==> src/rtl/bus_transfer_sequencer_pkg.sv <==
// rtl/bus_transfer_sequencer_pkg.sv - shared constants, FSM state and command record
package bus_xfer_pkg;

    localparam int NUM_SRC_DEF    = 24;
    localparam int NUM_DST_DEF    = 24;
    localparam int SEL_W_DEF      = 5;
    localparam int FIFO_DEPTH_DEF = 4;
    localparam int CNT_W_DEF      = 16;

    typedef enum logic [1:0] {
        IDLE  = 2'd0,
        DRIVE = 2'd1,
        LOAD  = 2'd2
    } xfer_state_t;

    typedef struct packed {
        logic [SEL_W_DEF-1:0] src;
        logic [SEL_W_DEF-1:0] dst;
    } xfer_cmd_t;

endpackage

==> src/rtl/bus_transfer_sequencer_if.sv <==
// rtl/bus_transfer_sequencer_if.sv - command handshake and bus-control signal bundle
interface bus_transfer_sequencer_if
    import bus_xfer_pkg::*;
#(
    parameter int SEL_W   = SEL_W_DEF,
    parameter int NUM_DST = NUM_DST_DEF,
    parameter int CNT_W   = CNT_W_DEF
);

    logic               cmd_valid;
    logic               cmd_ready;
    logic [SEL_W-1:0]   cmd_src;
    logic [SEL_W-1:0]   cmd_dst;
    logic [SEL_W-1:0]   bus_select;
    logic               bus_drive;
    logic [NUM_DST-1:0] load_en;
    logic               done;
    logic               busy;
    logic               err_illegal;
    logic [CNT_W-1:0]   xfer_count;

    modport slave (
        input  cmd_valid, cmd_src, cmd_dst,
        output cmd_ready, bus_select, bus_drive, load_en, done, busy,
               err_illegal, xfer_count
    );

    modport master (
        output cmd_valid, cmd_src, cmd_dst,
        input  cmd_ready, bus_select, bus_drive, load_en, done, busy,
               err_illegal, xfer_count
    );

endinterface

==> src/rtl/bus_transfer_sequencer_fifo.sv <==
// rtl/bus_transfer_sequencer_fifo.sv - small synchronous FIFO of transfer commands
module xfer_cmd_fifo
    import bus_xfer_pkg::*;
#(
    parameter int DEPTH = FIFO_DEPTH_DEF
) (
    input  logic      clk,
    input  logic      clear_n,
    input  logic      push,
    input  xfer_cmd_t push_data,
    input  logic      pop,
    output xfer_cmd_t head,
    output logic      full,
    output logic      empty
);

    localparam int PTR_W = $clog2(DEPTH);
    localparam logic [PTR_W:0] FULL_COUNT = DEPTH[PTR_W:0];

    xfer_cmd_t        mem [DEPTH];
    logic [PTR_W-1:0] wr_ptr;
    logic [PTR_W-1:0] rd_ptr;
    logic [PTR_W:0]   count;
    logic             do_push;
    logic             do_pop;

    // Guard against overflow/underflow even if a caller misbehaves.
    assign do_push = push && !full;
    assign do_pop  = pop && !empty;

    always_ff @(posedge clk or negedge clear_n) begin
        if (!clear_n) begin
            wr_ptr <= '0;
            rd_ptr <= '0;
            count  <= '0;
        end else begin
            if (do_push) begin
                wr_ptr <= wr_ptr + 1'b1;
            end
            if (do_pop) begin
                rd_ptr <= rd_ptr + 1'b1;
            end
            case ({do_push, do_pop})
                2'b10:   count <= count + 1'b1;
                2'b01:   count <= count - 1'b1;
                default: count <= count;
            endcase
        end
    end

    always_ff @(posedge clk) begin
        if (do_push) begin
            mem[wr_ptr] <= push_data;
        end
    end

    assign head  = mem[rd_ptr];
    assign full  = (count == FULL_COUNT);
    assign empty = (count == '0);

endmodule

==> src/rtl/bus_transfer_sequencer.sv <==
// rtl/bus_transfer_sequencer.sv - issues queued register-to-register bus transfers
module bus_transfer_sequencer
    import bus_xfer_pkg::*;
#(
    parameter int NUM_SRC    = NUM_SRC_DEF,
    parameter int NUM_DST    = NUM_DST_DEF,
    parameter int SEL_W      = SEL_W_DEF,
    parameter int FIFO_DEPTH = FIFO_DEPTH_DEF,
    parameter int CNT_W      = CNT_W_DEF
) (
    input  logic                    clk,
    input  logic                    clear_n,
    bus_transfer_sequencer_if.slave bus
);

    localparam logic [SEL_W:0]     SRC_LIMIT = NUM_SRC[SEL_W:0];
    localparam logic [SEL_W:0]     DST_LIMIT = NUM_DST[SEL_W:0];
    localparam logic [NUM_DST-1:0] DST_ONE   = {{(NUM_DST-1){1'b0}}, 1'b1};

    xfer_state_t        state_q, state_d;
    xfer_cmd_t          cur_q, cur_d;
    xfer_cmd_t          head;
    xfer_cmd_t          push_data;
    logic               fifo_full;
    logic               fifo_empty;
    logic               accept;
    logic               illegal;
    logic               push;
    logic               pop;

    logic [SEL_W-1:0]   bus_select_q, bus_select_d;
    logic               bus_drive_q, bus_drive_d;
    logic [NUM_DST-1:0] load_en_q, load_en_d;
    logic               done_q, done_d;
    logic               err_q;
    logic [CNT_W-1:0]   count_q, count_d;

    // Illegal commands complete the handshake but never reach the FIFO.
    assign accept    = bus.cmd_valid && !fifo_full;
    assign illegal   = ({1'b0, bus.cmd_src} >= SRC_LIMIT) || ({1'b0, bus.cmd_dst} >= DST_LIMIT);
    assign push      = accept && !illegal;
    assign push_data = '{src: bus.cmd_src, dst: bus.cmd_dst};

    xfer_cmd_fifo #(
        .DEPTH (FIFO_DEPTH)
    ) u_fifo (
        .clk       (clk),
        .clear_n   (clear_n),
        .push      (push),
        .push_data (push_data),
        .pop       (pop),
        .head      (head),
        .full      (fifo_full),
        .empty     (fifo_empty)
    );

    // Outputs are computed for the state being entered, then registered.
    always_comb begin
        state_d      = state_q;
        cur_d        = cur_q;
        pop          = 1'b0;
        bus_select_d = '0;
        bus_drive_d  = 1'b0;
        load_en_d    = '0;
        done_d       = 1'b0;
        count_d      = count_q;
        case (state_q)
            IDLE: begin
                if (!fifo_empty) begin
                    pop          = 1'b1;
                    cur_d        = head;
                    state_d      = DRIVE;
                    bus_select_d = head.src;
                    bus_drive_d  = 1'b1;
                end
            end
            DRIVE: begin
                state_d      = LOAD;
                bus_select_d = cur_q.src;
                load_en_d    = DST_ONE << cur_q.dst;
                done_d       = 1'b1;
            end
            LOAD: begin
                count_d = count_q + 1'b1;
                if (!fifo_empty) begin
                    pop          = 1'b1;
                    cur_d        = head;
                    state_d      = DRIVE;
                    bus_select_d = head.src;
                    bus_drive_d  = 1'b1;
                end else begin
                    state_d = IDLE;
                end
            end
            default: begin
                state_d = IDLE;
            end
        endcase
    end

    always_ff @(posedge clk or negedge clear_n) begin
        if (!clear_n) begin
            state_q      <= IDLE;
            cur_q        <= '0;
            bus_select_q <= '0;
            bus_drive_q  <= 1'b0;
            load_en_q    <= '0;
            done_q       <= 1'b0;
            err_q        <= 1'b0;
            count_q      <= '0;
        end else begin
            state_q      <= state_d;
            cur_q        <= cur_d;
            bus_select_q <= bus_select_d;
            bus_drive_q  <= bus_drive_d;
            load_en_q    <= load_en_d;
            done_q       <= done_d;
            err_q        <= accept && illegal;
            count_q      <= count_d;
        end
    end

    assign bus.cmd_ready   = !fifo_full;
    assign bus.busy        = (state_q != IDLE) || !fifo_empty;
    assign bus.bus_select  = bus_select_q;
    assign bus.bus_drive   = bus_drive_q;
    assign bus.load_en     = load_en_q;
    assign bus.done        = done_q;
    assign bus.err_illegal = err_q;
    assign bus.xfer_count  = count_q;

endmodule

==> src/flat_wrapper.sv <==
// flat-port wrapper written by rule: the top's interface ports become plain ports
module bus_transfer_sequencer_flat import bus_xfer_pkg::*;
#(
    parameter int NUM_SRC    = NUM_SRC_DEF,
    parameter int NUM_DST    = NUM_DST_DEF,
    parameter int SEL_W      = SEL_W_DEF,
    parameter int FIFO_DEPTH = FIFO_DEPTH_DEF,
    parameter int CNT_W      = CNT_W_DEF
)
  (clk, clear_n, bus_cmd_valid, bus_cmd_src, bus_cmd_dst, bus_cmd_ready, bus_bus_select, bus_bus_drive, bus_load_en, bus_done, bus_busy, bus_err_illegal, bus_xfer_count);
  bus_transfer_sequencer_if #(.SEL_W(SEL_W), .NUM_DST(NUM_DST), .CNT_W(CNT_W)) bus_i ();
  input  logic clk;
  input  logic clear_n;
  input wire logic [$bits(bus_i.cmd_valid)-1:0] bus_cmd_valid;
  input wire logic [$bits(bus_i.cmd_src)-1:0] bus_cmd_src;
  input wire logic [$bits(bus_i.cmd_dst)-1:0] bus_cmd_dst;
  output wire logic [$bits(bus_i.cmd_ready)-1:0] bus_cmd_ready;
  output wire logic [$bits(bus_i.bus_select)-1:0] bus_bus_select;
  output wire logic [$bits(bus_i.bus_drive)-1:0] bus_bus_drive;
  output wire logic [$bits(bus_i.load_en)-1:0] bus_load_en;
  output wire logic [$bits(bus_i.done)-1:0] bus_done;
  output wire logic [$bits(bus_i.busy)-1:0] bus_busy;
  output wire logic [$bits(bus_i.err_illegal)-1:0] bus_err_illegal;
  output wire logic [$bits(bus_i.xfer_count)-1:0] bus_xfer_count;
  assign bus_i.cmd_valid = bus_cmd_valid;
  assign bus_i.cmd_src = bus_cmd_src;
  assign bus_i.cmd_dst = bus_cmd_dst;
  assign bus_cmd_ready = bus_i.cmd_ready;
  assign bus_bus_select = bus_i.bus_select;
  assign bus_bus_drive = bus_i.bus_drive;
  assign bus_load_en = bus_i.load_en;
  assign bus_done = bus_i.done;
  assign bus_busy = bus_i.busy;
  assign bus_err_illegal = bus_i.err_illegal;
  assign bus_xfer_count = bus_i.xfer_count;
  bus_transfer_sequencer #(.NUM_SRC(NUM_SRC), .NUM_DST(NUM_DST), .SEL_W(SEL_W), .FIFO_DEPTH(FIFO_DEPTH), .CNT_W(CNT_W)) u_core (.clk(clk), .clear_n(clear_n), .bus(bus_i));
endmodule
==> config.mk <==
export PLATFORM = sky130hd
export DESIGN_NAME = bus_transfer_sequencer_flat
export DESIGN_NICKNAME = d
export VERILOG_FILES = /design/src/rtl/bus_transfer_sequencer_pkg.sv /design/src/rtl/bus_transfer_sequencer_if.sv /design/src/rtl/bus_transfer_sequencer_fifo.sv /design/src/rtl/bus_transfer_sequencer.sv /design/src/flat_wrapper.sv
export SDC_FILE = /design/constraint.sdc
export NUM_CORES = 1
export LEC_CHECK = 0
export ABC_AREA = 1
export CAP_MARGIN = 20
export CORE_MARGIN = 3
export CORE_UTILIZATION = 30
export CTS_BUF_LIST = sky130_fd_sc_hd__clkbuf_8
export CTS_CLUSTER_SIZE = 14
export DETAILED_ROUTE_END_ITERATION = 8
export GPL_ROUTABILITY_DRIVEN = 0
export PLACE_DENSITY = 0.59
export SETUP_SLACK_MARGIN = 0.5
export SLEW_MARGIN = 40
export SYNTH_ARGS = -nofsm -noshare
export SYNTH_HDL_FRONTEND = slang
export SYNTH_SLANG_ARGS = --single-unit
==> constraint.sdc <==
create_clock -name clk -period 2 [get_ports clk]
set_clock_uncertainty 0.2 [all_clocks]
set_input_delay 0.3 -clock clk [delete_from_list [all_inputs] [get_ports clk]]
set_output_delay 0.3 -clock clk [all_outputs]
set_load 0.02 [all_outputs]
# After elaboration in Yosys (flattened, before gate mapping)
# Memory sizes are Yosys's and may differ from the RTL's.
# Cells that the tools add are included.
# totals
out_inout_bits	50
reg_bits	67
inputBits	13
mem_bits_rw	40
memories	1
# memory_table
memory	words	word_bits	read_ports	rd_ports_with_merged_regs	write_ports	line_no	source
u_core.u_fifo.mem	4	10	1	0	1	bus_transfer_sequencer_fifo.sv:20	xfer_cmd_t mem [DEPTH];
# op_classes
add_sub_neg	5
muxes	12
shift	1
eq_ne	6
magnitude_cmp	2
reduce_logical	16
n_bitwise	1
# op_table
cell	count
24-bit 2-to-1 mux	1
1-bit by 5-bit left shift with 24-bit output (first input constant)	1
16-bit by 1-bit adder with 16-bit output (second input constant)	1
5-bit greater-or-equal comparator (second input constant)	2
5-bit one-hot mux with 2 select lines	1
1-bit 2-to-1 mux	6
2-bit one-hot mux with 3 select lines	1
3-bit one-hot mux with 2 select lines	1
1-bit logical AND	5
5-bit 2-to-1 mux	1
2-bit by 1-bit adder with 2-bit output (second input constant)	2
2-bit by 1-bit == test with 1-bit output (second input constant)	2
2-bit == test (second input constant)	2
2-bit nonzero test	2
3-bit by 1-bit adder with 3-bit output (second input constant)	1
3-bit == test (second input constant)	1
1-bit logical NOT	3
3-bit logical NOT	1
3-bit by 1-bit subtractor with 3-bit output (second input constant)	1
2-bit logical NOT	1
1-bit logical OR	2
2-bit 2-to-1 mux	1
2-bit inequality test (second input constant)	1
2-bit AND reduction	1
2 further kinds	2

# Longest topological paths before layout
# Gate-level depths: netlist of the first run.
# depth
depth_word	7
ltp_mapped	11

# Hierarchy
# A second synthesis of the first run with hierarchy kept.
# unflattened
hier_cells	416
area_unflattened_um2	4445.5
# modules_own_cells
mod	cells_each	instances	area_each_um2
bus_transfer_sequencer	238	1	2364.8
xfer_cmd_fifo	178	1	2080.7

# Worst setup path before layout of the first run
# No wires, ideal clock.
# synth_path
kind	reg-to-reg
from	reg u_core.u_fifo.count[0]
to	reg u_core.u_fifo.count[2]
stages_incl_launch_ff	12
t_arrival_ns	2.024
path_buffers	0
period_less_slack_ns	2.355
slack_ns	-0.355
setup_ns	0.131
cell_sequence	dfrtp_1 -> inv_1 -> nand3_1 -> nand2_1 -> nor2_2 -> inv_1 -> ha_1 -> inv_1 -> fa_1 -> a21oi_1 -> o21ai_0 -> xor2_1
# synth_between
elab_chain_cells	7
word_cells_on_any_way	16
classes_between	2 x add/sub; 3 x eq/ne; 3 x mux; 8 x reduce/logical
# synth_rtl
item	line_no	source
from (decl)	bus_transfer_sequencer_fifo.sv:23	logic [PTR_W:0] count;
from (signal assigned)	bus_transfer_sequencer_fifo.sv:44	2'b10: count <= count + 1'b1;
from (signal assigned)	bus_transfer_sequencer_fifo.sv:45	2'b01: count <= count - 1'b1;
from (signal assigned)	bus_transfer_sequencer_fifo.sv:46	default: count <= count;
3-bit == test (*)	bus_transfer_sequencer_fifo.sv:58	assign full = (count == FULL_COUNT);
1-bit logical NOT (*)	-	
named net bus_cmd_ready	flat_wrapper.sv:17	output wire logic [$bits(bus_i.cmd_ready)-1:0] bus_cmd_ready;
1-bit logical AND	bus_transfer_sequencer.sv:39	assign accept = bus.cmd_valid && !fifo_full;
1-bit logical AND	bus_transfer_sequencer.sv:41	assign push = accept && !illegal;
1-bit logical AND (*)	bus_transfer_sequencer_fifo.sv:28	assign do_push = push && !full;
2-bit by 1-bit == test with 1-bit output / 2-bit == test (equally long branches)	bus_transfer_sequencer_fifo.sv:43	case ({do_push, do_pop})
3-bit one-hot mux with 2 select lines / 2-bit nonzero test (equally long branches)	-	
# The timed path passes the listed nets; every way through them passes the cells marked *.
# A chain may end at the register's enable or synchronous reset.

# Final worst setup path of the first run
# layout_path
from	reg u_core.u_fifo.count[1]
to	reg u_core.u_fifo.count[2]
# layout_between
elab_chain_cells	7
word_cells_on_any_way	16
classes_between	2 x add/sub; 3 x eq/ne; 3 x mux; 8 x reduce/logical
# layout_rtl
item	line_no
3-bit == test	bus_transfer_sequencer_fifo.sv:58
1-bit logical NOT	bus_transfer_sequencer_fifo.sv:28, bus_transfer_sequencer.sv:39
1-bit logical AND	bus_transfer_sequencer.sv:39
1-bit logical AND	bus_transfer_sequencer.sv:41
1-bit logical AND	bus_transfer_sequencer_fifo.sv:28
2-bit by 1-bit == test with 1-bit output / 2-bit == test (equally long branches)	bus_transfer_sequencer_fifo.sv:43
3-bit one-hot mux with 2 select lines / 2-bit nonzero test (equally long branches)	-
# Several ways; a longest one is shown, not always the timed one.

==> impl_metrics.tcl, run 1 <==
set metrics [dict create \
    start_util_pct 30.8 \
    timing.final.crit_share_pct 96.4 \
    syn-mean-instance-area_sq_um 11.2 \
    reg2regPathDepth 11 \
    p_per_area_mw_per_mm2 1330 \
    grt_use_total_pct 11.5 \
    timing.critical_path.from "u_core.u_fifo.count[1]" \
    ant_nets 0 \
    rsz0062_at_grt "yes" \
    cts_max_level 3 \
    drive_above_1_share_pct 40.7 \
    coreArea_sq_mm 0.0140 \
    startpoint_type "flip-flop" \
    clock_power_share_pct 18.9 \
    clock.fmax_ghz 0.519 \
    first_iter_violations 102 \
    synthFlopType "dfrtp_1" \
    hold_slack_ps 181 \
    power_mw 7.91 \
    p_switching_mw 2.99 \
    clkTransAtPathRegs_ps 90 \
    setup_viol 0 \
    multi_input_area_sq_mm 0.00147 \
    hp-start "bus_cmd_src[3]" \
    io_pins 63 \
    vias_per_cell 4.36 \
    post-dp-hpwl_microns 6040 \
    layout_common_cells "dfrtp_1, nor2_1, buf_2" \
    worstPathRequired_ps 2060 \
    final_core_util_pct 42.5 \
    worstHoldPathCells 2 \
    path_class "flip-flop to flip-flop" \
    clockBufferDepth 2 \
    min_to "u_core.u_fifo.mem[0][8]" \
    ys_warn_count 0 \
    p_seq_share_pct 40.0 \
    outcome "finished, final reports clean" \
    final_common_cell "dfrtp_1" \
    areaGrowthSynthToFinish_pct 37.8 \
    dr.pass1.iters 4 \
    period_needed_ps 1930 \
    ys_ff_latch 107 \
    grt_pass1_vias 3026 \
    cp_cell_sequence "inv_2 -> nand3_4 -> nand2_4 -> nor2_4 -> inv_2 -> ha_4 -> inv_2 -> fa_2 -> a21oi_2 -> o21ai_1 -> xor2_1" \
    diodes 0 \
    cts_buffers 9 \
    insertion_delay_ps 370 \
    r2r_start "u_core.u_fifo.count[1]" \
    critPathBufInv 3 \
    ir_drop_mv 0.478 \
    path_max_fanout 3 \
    worst_pin_slew_ps 612 \
    max_stage_delay_ps 400 \
    endpoint_kind "flip-flop" \
    drv_slew 0 \
    cts_tree "done" \
    synth_area_sq_mm 0.00431 \
    num-nets-final 523 \
    clock_sinks 107 \
    synth_nets 404 \
    r2r-end "u_core.u_fifo.count[2]" \
    numPortBuffers 62 \
    row_count 43 \
    n_fill_cell 1351 \
    ys_seq_area_share_pct 66.7 \
    arrival_ps 1980 \
    cpMostUsedCell "inv_2" \
    slew_headroom_pct 59.2 \
    placed_cells 635 \
    antenna_found_initial 0 \
    stdcell_count 688 \
    async_reset_ff_share_pct 62.6 \
    overflow 0 \
    root_buffer "clkbuf_8" \
    critPathSlowestCell "dfrtp_1" \
    wl_per_cell_microns 13.2 \
    dieHeight_microns 126 \
    rrSetupSlack_ps 70 \
    regArea_sq_mm 0.00289 \
    internal_power_mw 4.93 \
    synth.distinct_cells 28 \
    leakagePower_nw 2.65 \
    hold_violations 0 \
    synth-edff-count 40 \
    routed_wl_microns 9110 \
    p_sw_share_pct 37.7 \
    grt_pass1_wl_microns 14900 \
    syn_inst 384 \
    max-cap-violations 0 \
    route.detailed.drc 0 \
    hold_path.class "input pin to flip-flop" \
    vias 3001 \
    path_delay_family "adder cells" \
    dieWidth_microns 126 \
    grt_max_degree 27 \
    die_area_sq_mm 0.0159 \
    combPwrFrac_pct 41.2 \
]
==> cell type report <==
cell class / instances / area share, %
Timing Repair Buffer: 119 / 16.1
Multi-Input combinational cell: 223 / 24.7
Tap cell: 180 / 3.79
Clock buffer: 11 / 2.55
Clock inverter: 5 / 1.39
Sequential cell: 107 / 48.7
Inverter: 43 / 2.82
==> logic make-up (layout without fill, tap and decap cells) <==
group / after synthesis / count (layout) / synth area share [%]
AOI/OAI and AO/OA: 49 / 49 / 6.38
buffers and inverters: 54 / 178 / 5.48
DFF: 107 / 107 / 66.7
xor gates and xnor gates: 15 / 15 / 3.05
and+or+nand+nor: 152 / 152 / 16.2
adders and majority gates: 7 / 7 / 2.20
==> per-layer routing <==
metal | part of all wire (%) | wire, microns | vias up | global-route usage [%]
li1 | - | - | 1498 | -
met1 | 46 | 4200 | 1440 | 15.1
met2 | 48 | 4360 | 54 | 18.7
met3 | 5.0 | 459 | 9 | 3.77
met4 | 1.0 | 92 | 0 | 2.65
met5 | 0 | 0 | - | 0
==> Yosys cell counts (8+ instances only) <==
cell type / number / share of area [%]
edfxtp_1: 40 / 28
o21ai_0: 33 / 3.8
inv_1: 36 / 3.1
nand4_1: 14 / 2.0
dfrtp_1: 67 / 39
nor2_1: 69 / 6.0
xor2_1: 9 / 1.8
o21ai_2: 8 / 1.6
nand2_1: 41 / 3.6
nor4_1: 8 / 1.2
==> sequential cells by signal, summed over array words and instances (netlist names) <==
| name | cells |
|---|---|
| u_core.bus.bus_drive | 1 |
| u_core.bus.bus_select | 5 |
| u_core.bus.done | 1 |
| u_core.bus.err_illegal | 1 |
| u_core.bus.load_en | 24 |
| u_core.bus.xfer_count | 16 |
| u_core.cur_q | 10 |
| u_core.state_q | 2 |
| u_core.u_fifo.count | 3 |
| u_core.u_fifo.mem | 40 |
| u_core.u_fifo.rd_ptr | 2 |
| u_core.u_fifo.wr_ptr | 2 |
==> worst max path at each step <==
stage | slack (ps) | endpoint | depth (start not counted)
3_3_place_gp | -390 | u_core.u_fifo.count[2] | 12
5_1_grt | -2 | u_core.u_fifo.count[2] | 11
3_5_place_dp | -410 | u_core.u_fifo.count[2] | 12
2_1_floorplan | 20 | u_core.u_fifo.count[2] | 11
6_report | 70 | u_core.u_fifo.count[2] | 11
4_1_cts | 60 | u_core.u_fifo.count[2] | 11
==> per-stage QoR <==
step	cell area, sq um	setup slack (ps)	setup TNS (ps)
after floorplan	4360	17.7	0
final	5940	72.5	0
after CTS	5630	56.0	0
after detailed placement	5290	-410	-8310
after global routing	5940	-2.48	-2.48
after global placement	5290	-394	-7010
==> power groups by stage <==
stage	Clock [mW]	Combinational [mW]	Sequential [mW]
after floorplan	0	1.68	3.17
after global placement	0	2.46	3.14
after detailed placement	0	2.55	3.14
after CTS	1.54	2.77	3.07
after global routing	1.64	3.61	3.22
final	1.50	3.26	3.16
==> worst reg2reg max path, delay by kind of cell, from the launching register on <==
family                   cells  cell delay [ps]
AO/OA/AOI/OAI                2              200
XOR/XNOR                     1              140
adder cells (fa/ha/maj)      2              460
buffers and inverters        3              200
flip-flops                   1              400
AND/OR/NAND/NOR              3              220
==> timing repair <==
item                                    CTS  global route
gates cloned                              2             2
endpoints found under the setup margin  111            87
setup buffers                            24             8
pin swaps                                10            18
hold buffers                              1             0
hold endpoints to repair                 24             0
gates resized for setup                 238            93
Note: power is estimated with default switching activity, not from simulation.
==> run 2, diff against run 1 <==
- CELL_PAD_IN_SITES_DETAIL_PLACEMENT: default -> 1
- CELL_PAD_IN_SITES_GLOBAL_PLACEMENT: default -> 2
- GPL_TIMING_DRIVEN: default -> 0
- PLACE_DENSITY: 0.59 -> 0.79
==> impl_metrics.tcl, run 2 (synthesis results as in run 1) <==
set metrics [dict create \
    outcome "finished, violations left" \
    violations "setup timing" \
    clkTransAtPathRegs_ps 110 \
    regMostFlops "u_core.u_fifo.mem" \
    dieWidth_microns 126 \
    cts_max_level 3 \
    leakagePower_nw 2.69 \
    overflow 0 \
    arrival_ps 2080 \
    coreArea_sq_mm 0.0140 \
    root_buffer "clkbuf_8" \
    critPathBufInv 3 \
    vias 3124 \
    first_iter_violations 100 \
    worstPathRequired_ps 2040 \
    p_sw_share_pct 39.4 \
    path_max_fanout 4 \
    final_common_cell "dfrtp_1" \
    path_delay_family "adder cells" \
    power_mw 8.06 \
    num-nets-final 531 \
    grt_pass1_wl_microns 16700 \
    wl_per_cell_microns 15.2 \
    post-dp-hpwl_microns 6750 \
    startpoint_type "flip-flop" \
    internal_power_mw 4.89 \
    clockBufferDepth 2 \
    layout_common_cells "dfrtp_1, nor2_1, buf_2" \
    path_class "flip-flop to flip-flop" \
    dieHeight_microns 126 \
    post_dp_cell_area_sq_mm 0.00523 \
    period_needed_ps 2040 \
    placed_cells 627 \
    clock.fmax_ghz 0.491 \
    numPortBuffers 62 \
    cp_cell_sequence "inv_2 -> nand3_4 -> nand2_4 -> nor2_4 -> inv_4 -> ha_4 -> inv_2 -> fa_2 -> a21oi_2 -> o21ai_1 -> xor2_1" \
    start_util_pct 30.8 \
    worst_pin_slew_ps 357 \
    drv_slew 0 \
    row_count 43 \
    setup_ws_ps -35.0 \
    antenna_found_initial 0 \
    p_switching_mw 3.17 \
    insertion_delay_ps 370 \
    stdcell_count 696 \
    io_pins 63 \
    p_per_area_mw_per_mm2 1340 \
    vias_per_cell 4.49 \
    timing.final.crit_share_pct 102 \
    fin_area_sq_mm 0.00600 \
    cts_buffers 9 \
    areaGrowthSynthToFinish_pct 39.2 \
    die_area_sq_mm 0.0159 \
    endpoint_kind "flip-flop" \
    grt_max_degree 45 \
    combPwrFrac_pct 46.1 \
    hold_violations 0 \
    route.detailed.drc 0 \
    slew_headroom_pct 76.2 \
    hold_path.class "input pin to flip-flop" \
    largest_reg_flops 40 \
    grt_pass1_vias 3279 \
    clock_sinks 107 \
    dr.pass1.iters 4 \
    ir_drop_mv 0.414 \
    drive_above_1_share_pct 41.3 \
    max-cap-violations 0 \
    grt_use_total_pct 13.1 \
    diodes 0 \
    cpMostUsedCell "inv_2" \
    cts_tree "done" \
    setup_tns_ps -35.0 \
    setup_viol 1 \
    rsz0062_at_grt "yes" \
    max_stage_delay_ps 400 \
    p_seq_share_pct 37.2 \
    critPathSlowestCell "dfrtp_1" \
    ant_nets 0 \
    clock_power_share_pct 16.7 \
    routed_wl_microns 10600 \
]
## run 2: final timing paths
kind                                             endpoint  slack [ps]  depth (start not counted)              startpoint
worst min register to register            u_core.cur_q[8]         330                          2         u_core.cur_q[8]
min in group asynchronous       u_core.bus.xfer_count[14]         170                          2                 clear_n
worst min-delay path              u_core.u_fifo.mem[2][8]         120                          1          bus_cmd_src[3]
worst max register to register     u_core.u_fifo.count[2]         -40                         11  u_core.u_fifo.count[1]
max in group asynchronous         u_core.u_fifo.rd_ptr[0]         890                          3                 clear_n
worst max-delay path               u_core.u_fifo.count[2]         -40                         11  u_core.u_fifo.count[1]
## run 2: worst reg2reg max path, cell delays in order (launching register included)
cell     delay, ps
dfrtp_1        400
inv_2          110
nand3_4        100
nand2_4         90
nor2_4          40
inv_4           80
ha_4           120
inv_2           40
fa_2           340
a21oi_2        110
o21ai_1         90
xor2_1         180
## run 2: cell type report
| class | count | area (sq um) |
|---|---|---|
| Tap cell | 180 | 225 |
| Buffer | 11 | 111 |
| Clock buffer | 10 | 138 |
| Multi-Input combinational cell | 223 | 1460 |
| Timing Repair Buffer | 116 | 945 |
| Sequential cell | 107 | 2890 |
| Inverter | 43 | 178 |
| Fill cell | 1530 | 7980 |
| Clock inverter | 6 | 62.6 |
## run 2: metal layers
| metal | routed length (microns) | track usage [%] | part of all wire, % | up-vias |
|---|---|---|---|---|
| met5 | 0 | 0 | 0 | - |
| met4 | 115 | 3.47 | 1.1 | 0 |
| met3 | 516 | 3.86 | 4.9 | 8 |
| met2 | 5320 | 22.3 | 50 | 62 |
| met1 | 4640 | 16.4 | 44 | 1542 |
| li1 | - | - | - | 1512 |
## run 2: stage by stage
step | utilization [%] | setup WS (ps) | hold WS [ps]
finish | 42.9 | -35.0 | 120
global route | 42.9 | -140 | 104
CTS | 40.3 | -14.9 | 99.0
detailed placement | 37.4 | -824 | 36.9
global placement | 37.2 | -2030 | 279
floorplan | - | 17.7 | -196
## run 2: what timing repair did
action,in CTS,in global routing
endpoints found under the setup margin,103,87
gates cloned,1,3
gates resized for setup,241,82
endpoints found under the hold margin,67,0
setup buffers,34,14
pin swaps,9,31
hold buffers,1,0
## run 2: power groups by stage
stage	Combinational, mW	Clock (mW)	Sequential (mW)
after floorplan	1.68	0	3.17
after global placement	2.69	0	3.02
after detailed placement	2.81	0	3.04
after CTS	3.20	1.40	2.97
after global routing	4.12	1.48	3.05
final	3.72	1.35	3.00
